[src/rtl/policy_deck_shuffler.sv]
// policy_deck_shuffler: in-place Fisher-Yates shuffle of the policy-card bit list.
// Build option: define SHUFFLE_STATS_EN to enable the reject_cnt statistics counter.
module policy_deck_shuffler #(
    parameter int DECK_W    = 18,
    parameter int RETRY_MAX = 8
) (
    input  logic              clk,
    input  logic              rst,
    input  logic              start,
    input  logic [DECK_W-1:0] deck_in,
    input  logic [4:0]        count_in,
    input  logic [7:0]        rnd,
    output logic [DECK_W-1:0] deck_out,
    output logic [4:0]        count_out,
    output logic              busy,
    output logic              done,
    output logic [7:0]        reject_cnt
);

    typedef enum logic {IDLE = 1'b0, STEP = 1'b1} state_t;

    localparam logic [4:0]        DECK_N     = 5'(DECK_W);
    localparam logic [7:0]        RETRY_LAST = 8'(RETRY_MAX - 1);
    localparam logic [DECK_W-1:0] ONE_W      = {{(DECK_W-1){1'b0}}, 1'b1};

    state_t            state_q, state_d;
    logic [DECK_W-1:0] deck_q, deck_d;
    logic [4:0]        count_q, count_d;
    logic [4:0]        i_q, i_d;
    logic [7:0]        retry_q, retry_d;
    logic              done_q, done_d;

    logic [4:0]        n;
    logic [DECK_W-1:0] keep;
    logic [4:0]        mask;
    logic [4:0]        cand;
    logic              accept;
    logic              fits;
    logic              at_limit;
    logic              advance;
    logic              unused_rnd_hi;

    assign unused_rnd_hi = ^rnd[7:5];

    // Handshake: start is taken only in IDLE outside the done cycle; done is a
    // one-cycle pulse and deck_out/count_out hold until the next taken start.
    always_comb begin
        n        = (count_in > DECK_N) ? DECK_N : count_in;
        keep     = (ONE_W << n) - ONE_W;
        mask     = i_q | (i_q >> 1) | (i_q >> 2) | (i_q >> 3) | (i_q >> 4);
        cand     = rnd[4:0] & mask;
        fits     = (cand <= i_q);
        at_limit = (retry_q == RETRY_LAST);
        advance  = fits || at_limit;
        accept   = start && !done_q && (state_q == IDLE);
    end

    always_ff @(posedge clk or posedge rst) begin
        if (rst) state_q <= IDLE;
        else     state_q <= state_d;
    end

    always_comb begin
        state_d = state_q;
        case (state_q)
            IDLE:    if (accept && (n > 5'd1)) state_d = STEP;
            STEP:    if (advance && (i_q == 5'd1)) state_d = IDLE;
            default: state_d = IDLE;
        endcase
    end

    always_comb begin
        busy = (state_q == STEP);
    end

    always_comb begin
        deck_d  = deck_q;
        count_d = count_q;
        i_d     = i_q;
        retry_d = retry_q;
        done_d  = 1'b0;
        if (accept) begin
            deck_d  = deck_in & keep;
            count_d = n;
            retry_d = 8'd0;
            if (n <= 5'd1) done_d = 1'b1;
            else           i_d    = n - 5'd1;
        end else if (state_q == STEP) begin
            if (fits) begin
                deck_d[i_q]  = deck_q[cand];
                deck_d[cand] = deck_q[i_q];
                retry_d      = 8'd0;
            end else if (at_limit) begin
                // Forced step: behaves as j = i, so the deck is left untouched.
                retry_d = 8'd0;
            end else begin
                retry_d = retry_q + 8'd1;
            end
            if (advance) begin
                if (i_q == 5'd1) done_d = 1'b1;
                else             i_d    = i_q - 5'd1;
            end
        end
    end

    always_ff @(posedge clk or posedge rst) begin
        if (rst) begin
            deck_q  <= '0;
            count_q <= 5'd0;
            i_q     <= 5'd0;
            retry_q <= 8'd0;
            done_q  <= 1'b0;
        end else begin
            deck_q  <= deck_d;
            count_q <= count_d;
            i_q     <= i_d;
            retry_q <= retry_d;
            done_q  <= done_d;
        end
    end

`ifdef SHUFFLE_STATS_EN
    logic [7:0] rej_q, rej_d;

    // Counts rejected and forced cycles alike, saturating at 255.
    always_comb begin
        rej_d = rej_q;
        if (accept) rej_d = 8'd0;
        else if ((state_q == STEP) && !fits && (rej_q != 8'hFF)) rej_d = rej_q + 8'd1;
    end

    always_ff @(posedge clk or posedge rst) begin
        if (rst) rej_q <= 8'd0;
        else     rej_q <= rej_d;
    end

    assign reject_cnt = rej_q;
`else
    assign reject_cnt = 8'd0;
`endif

    assign deck_out  = deck_q;
    assign count_out = count_q;
    assign done      = done_q;

endmodule
[config.mk]
export PLATFORM = sky130hd
export DESIGN_NAME = policy_deck_shuffler
export DESIGN_NICKNAME = d
export VERILOG_FILES = /design/src/rtl/policy_deck_shuffler.sv
export SDC_FILE = /design/constraint.sdc
export NUM_CORES = 1
export LEC_CHECK = 0
export CAP_MARGIN = 20
export CORE_MARGIN = 3
export CORE_UTILIZATION = 25
export CTS_CLUSTER_DIAMETER = 120
export CTS_CLUSTER_SIZE = 14
export DETAILED_ROUTE_END_ITERATION = 16
export SLEW_MARGIN = 20
export SYNTH_ARGS = -nofsm -noshare
export SYNTH_HDL_FRONTEND = slang
export SYNTH_SLANG_ARGS = --single-unit
export TNS_END_PERCENT = 5
[constraint.sdc]
create_clock -name clk -period 4.25 [get_ports clk]
set_input_delay 0.85 -clock clk [delete_from_list [all_inputs] [get_ports clk]]
set_output_delay 0.85 -clock clk [all_outputs]
set_load 0.01 [all_outputs]
== Yosys cells after proc, flatten, opt, wreduce, memory -nomap -nowiden ==
Cells that the tools add are included.

* Bits of input ports: 34
* Bits in registers: 38
* Output and inout port bits: 33

* Shift-type cells: 1
* Reduce and logical (&&, ||, !) cells: 13
* Eq/ne operators: 4
* Add/sub/neg operators: 4
* Magnitude comparators: 8
* Bitwise logic cells: 7
* Mux-type cells: 31

{| class="wikitable"
|+ Operators by type and width
! operator !! number
|-
| $mux 18 || 3
|-
| $bwmux 18 || 2
|-
| $mux 8 || 4
|-
| $mux 5 || 6
|-
| $and 18x18->18 || 1
|-
| $shl 1x5->18 const A || 1
|-
| $sub 18x1->18 const B || 1
|-
| $lt 5x6->1 const B || 2
|-
| $mux 1 || 11
|-
| $bmux 1 s5 || 2
|-
| $demux 1 s5 || 2
|-
| $ge 5x1->1 const B || 2
|-
| $sub 5x1->5 const B || 2
|-
| $add 8x1->8 const B || 1
|-
| $eq 8x3->1 const B || 1
|-
| $logic_and 1x1->1 || 6
|-
| $reduce_bool 2->1 || 3
|-
| $and 5x5->5 || 1
|-
| $eq 5x1->1 const B || 1
|-
| $gt 5x1->1 const B || 1
|-
| $gt 5x5->1 const B || 1
|-
| $le 5x1->1 const B || 1
|-
| $le 5x5->1 || 1
|-
| $or 5x1->5 || 1
|-
| other kinds (10) || 11
|}

== Depth between registers and ports, before layout ==
* Depth after elaboration: 13
* Depth in mapped cells: 16
* Gate-level depth less buffers: 13

== Worst setup path before layout ==
No wires, ideal clock.

* Path type: in2reg
* Start point: input port count_in[4]
* End point: register deck_q[14] (netlist: deck_out[14])
* Data arrival time: 3,331 ps
* Stages on the path: 14
* Data required time: 4,129 ps
* Setup slack: 797 ps
* Setup time: 121 ps
* Cells stage by stage: clkbuf_1 clkbuf_1 o31ai_1 nand2_1 ha_1 clkbuf_1 nand2_1 ha_1 o21ai_1 nor2_1 mux2i_1 a211oi_1 a21oi_1 o22a_1

* Longest elaborated chain between the ends: 6

{| class="wikitable"
|+ RTL lines
! element !! RTL line !! RTL
|-
| start, declared || 11 || <nowiki>input logic [4:0] count_in,</nowiki>
|-
| $gt 5x5->1 || 48 || <nowiki>n = (count_in > DECK_N) ? DECK_N : count_in;</nowiki>
|-
| $mux 5 (*) || 48 ||
|-
| $shl 1x5->18 (*) || 49 || <nowiki>keep = (ONE_W << n) - ONE_W;</nowiki>
|-
| $sub 18x1->18 (*) || 49 ||
|-
| $and 18x18->18 (*) || 83 || <nowiki>deck_d = deck_in & keep;</nowiki>
|-
| $mux 18 (*) || 82 || <nowiki>if (accept) begin</nowiki>
|-
| end signal, assigned || 114 || <nowiki>deck_q <= deck_d;</nowiki>
|-
| end, declared || 27 || <nowiki>logic [DECK_W-1:0] deck_q, deck_d;</nowiki>
|}

Mark *: on every way between the ends. The rest lies on a longest branch, timed or not.
A chain may end at the register's enable or synchronous reset.

== Worst setup path after layout ==
* Start point: input port count_in[1]
* End point: register deck_q[14] (netlist: deck_out[14])

* Longest elaborated chain between the ends: 6

{| class="wikitable"
|+ RTL lines
! element !! RTL line !! RTL
|-
| $gt 5x5->1 || 48 ||
|-
| $mux 5 || 48 ||
|-
| net n[0] || 33 || <nowiki>logic [4:0] n;</nowiki>
|-
| $shl 1x5->18 || 49 ||
|-
| $sub 18x1->18 || 49 ||
|-
| $and 18x18->18 || 83 ||
|-
| $mux 18 || 82 ||
|}

The timed path passes the listed nets, and every way through them passes these cells.

==> results.yml <==
status:
  status: "completed"
cts:
  clockRootBuffer: "clkbuf_16"
  cts.sinks: 38
  clk_latency_ns: 0.29
  post_cts_resized: 0
  ctsHoldBuffers: 0
  tritoncts: "built"
  clk_pin_slew_ns: 0.06
  postCtsSetupRepairBufs: 0
  clock_path_buffers: 2
  htreeDepth: 2
  cts_buffers: 5
die:
  core_area_mm2: 0.0146
  die_h_um: 128
  rows: 44
  ios: 67
  die_x_um: 128
  start_util: 0.256
  dieArea_mm2: 0.0164
synth:
  synth_top_flop_cell: "dfrtp_1"
  synth_area_per_cell_um2: 7.43
  ys_types: 69
  synth_edf_count: 0
  synthCells: 503
  async_flop_share: 1.00
  netlist_area_mm2: 0.00373
  yosysWarnings: 0
  ys_ff_latch: 38
  synth_seq_area_share: 0.255
timing:
  fmax_mhz: 274
  final.setup.tns_ns: 0
  hold_viol_final: 0
  setup_viol: 0
  fin_crit_ns: 3.65
  final_max_slew_viol_count: 0
  grt_setup_unrepaired: "false"
  setup_ws_ns: 0.598
  fin_crit_sh: 0.859
  max_slew_margin: 0.359
  fin_worst_skew_ns: 0.00303
  tightestPinTransition_ns: 0.959
placement:
  dp_hpwl_um: 9900
  place_ws_ns: 0.342
  gp_congestion: 0.945
  port_buffers: 55
global_routing:
  grt_antenna_before_repair: 0
  overflow: 0
  grt_max_degree: 39
  grt_usage: 0.159
  grt_pass1_vias: 3897
  grt_pass1_wl_um: 21100
pwr:
  p_leak_nw: 1.86
  internal_power_w: 0.00165
  max-vdd-ir-drop_mv: 0.263
  pwr-share-seq: 0.232
  p_per_area_mw_per_mm2: 668
  clockPowerShare: 0.142
  comb_power_share: 0.627
  p_sw_frac: 0.475
  netSwitchingPower_w: 0.00149
critical_path:
  cp_data_required_time_ns: 4.42
  critical_path_arrival_ns: 3.83
  crit_type: "input pin to register"
  setup.worst_path.end_class: "register"
  start_kind: "input pin"
  cp_max_fo: 13
detailed_routing:
  drt_pass1_iterations: 6
  num_vias: 4092
  drt_iter0_markers: 354
  wl_per_cell_um: 17.9
  vias_per_cell: 5.54
  drc: 0
  postRouteAntennaNets: 0
  wirelength_um: 13200
layout:
  drive_above_1_share: 0.0955
  area_delta_synth_final_pct: 25.5
  nNetsFinal: 605
  final_util: 0.321
  n_antenna_cell: 0
worst_hold_path:
  min-delay-path-class: "register to register"
flow_run:
  cap_violations: 0
worst max-delay path, cell delays in order:
cell,delay (ns)
clkdlybuf4s50_1,0.53
o31ai_1,0.09
nand2_1,0.17
inv_1,0.12
ha_1,0.23
buf_4,0.18
nor4_1,0.45
nor3_1,0.11
nor2_1,0.27
mux2i_1,0.12
a211oi_1,0.36
a21oi_1,0.10
o22a_1,0.23
cell usage in the layout (no fill, tap or decap), types with 6 or more instances in the layout:
cell / synthesis / layout
a21oi_1: 39 / 39
a22oi_1: 7 / 7
a31oi_1: 11 / 11
a41oi_1: 7 / 7
buf_4: 8 / 26
clkdlybuf4s50_1: 0 / 55
conb_1: 1 / 8
dfrtp_1: 38 / 38
ha_1: 16 / 16
inv_1: 16 / 16
nand2_1: 64 / 64
nand2b_1: 9 / 9
nand3_1: 24 / 24
nand4_1: 6 / 6
nor2_1: 49 / 49
nor2b_1: 8 / 7
nor3_1: 10 / 10
o21ai_0: 44 / 44
o21ai_1: 6 / 6
o221ai_1: 6 / 6
or3_1: 7 / 7
xnor2_1: 6 / 6
final timing paths:
check,startpoint,cells past startpoint,slack [ns],to
setup / recovery,count_in[1],13,0.60,deck_out[14]
hold / removal,count_out[2],2,0.48,count_out[2]
setup reg to reg,i_q[1],10,0.63,deck_out[8]
hold reg to reg,count_out[2],2,0.48,count_out[2]
max in group asynchronous,rst,3,2.88,deck_out[8]
min in group asynchronous,rst,3,1.01,retry_q[7]
stage by stage:
step,cells,area [um^2],hold WS [ns],power (W)
after floorplan,510,3760,0.478,0.00190
after detailed placement,732,4520,0.475,0.00266
after CTS,739,4690,0.489,0.00312
after global placement,732,4520,0.468,0.00263
final,739,4690,0.482,0.00313
after global routing,739,4690,0.513,0.00335
synth_stat cells, types with 6 or more instances:
cell	instances	area, um^2
nand2_1	64	240
nor2_1	49	184
o21ai_0	44	220
a21oi_1	39	195
dfrtp_1	38	951
clkbuf_1	25	93.8
nand3_1	24	120
ha_1	16	200
inv_1	16	60.1
a31oi_1	11	68.8
nor3_1	10	50.1
nand2b_1	9	56.3
buf_4	8	60.1
nor2b_1	8	50.1
a22oi_1	7	52.6
a41oi_1	7	61.3
or3_1	7	43.8
nand4_1	6	37.5
o21ai_1	6	30.0
o221ai_1	6	52.6
xnor2_1	6	52.6
power by group through the flow:
stage               registers, W  clock network [W]  logic, W
finish                  0.000726           0.000444   0.00196
global route            0.000743           0.000465   0.00214
CTS                     0.000724           0.000455   0.00194
detailed placement      0.000730                  0   0.00193
global placement        0.000723                  0   0.00190
floorplan               0.000678                  0   0.00122
state kept, by name, summed over array words and instances (netlist names):
signal and count:
i_q 5, done 1, busy 1, deck_out 18, retry_q 8, count_out 5
layer usage:
metal,global-route usage,part of all wire,vias to the layer above
li1,-,-,1926
met1,0.219,0.45,1930
met2,0.251,0.45,208
met3,0.0200,0.079,28
met4,0.0624,0.026,0
met5,0,0,-
cell families (layout without fill, tap and decap cells):
| logic type | after synthesis | in the layout | synth area share |
|---|---|---|---|
| simple gates | 198 | 198 | 0.252 |
| compound gates | 168 | 168 | 0.291 |
| buf+inv | 61 | 106 | 0.0784 |
| flops | 38 | 38 | 0.255 |
| fa+ha+maj | 16 | 16 | 0.0536 |
| mux | 11 | 11 | 0.0466 |
| xor+xnor | 10 | 10 | 0.0234 |
| other cells | 1 | 8 | 0.00100 |
cell type report:
type,count,area (um^2)
Timing Repair Buffer,81,746
Sequential cell,38,951
Fill cell,1536,9900
Clock buffer,6,139
Inverter,18,72.6
Tap cell,184,230
Multi-Input combinational cell,411,2520
Clock inverter,1,30.0
(Power assumes the default switching activity.)
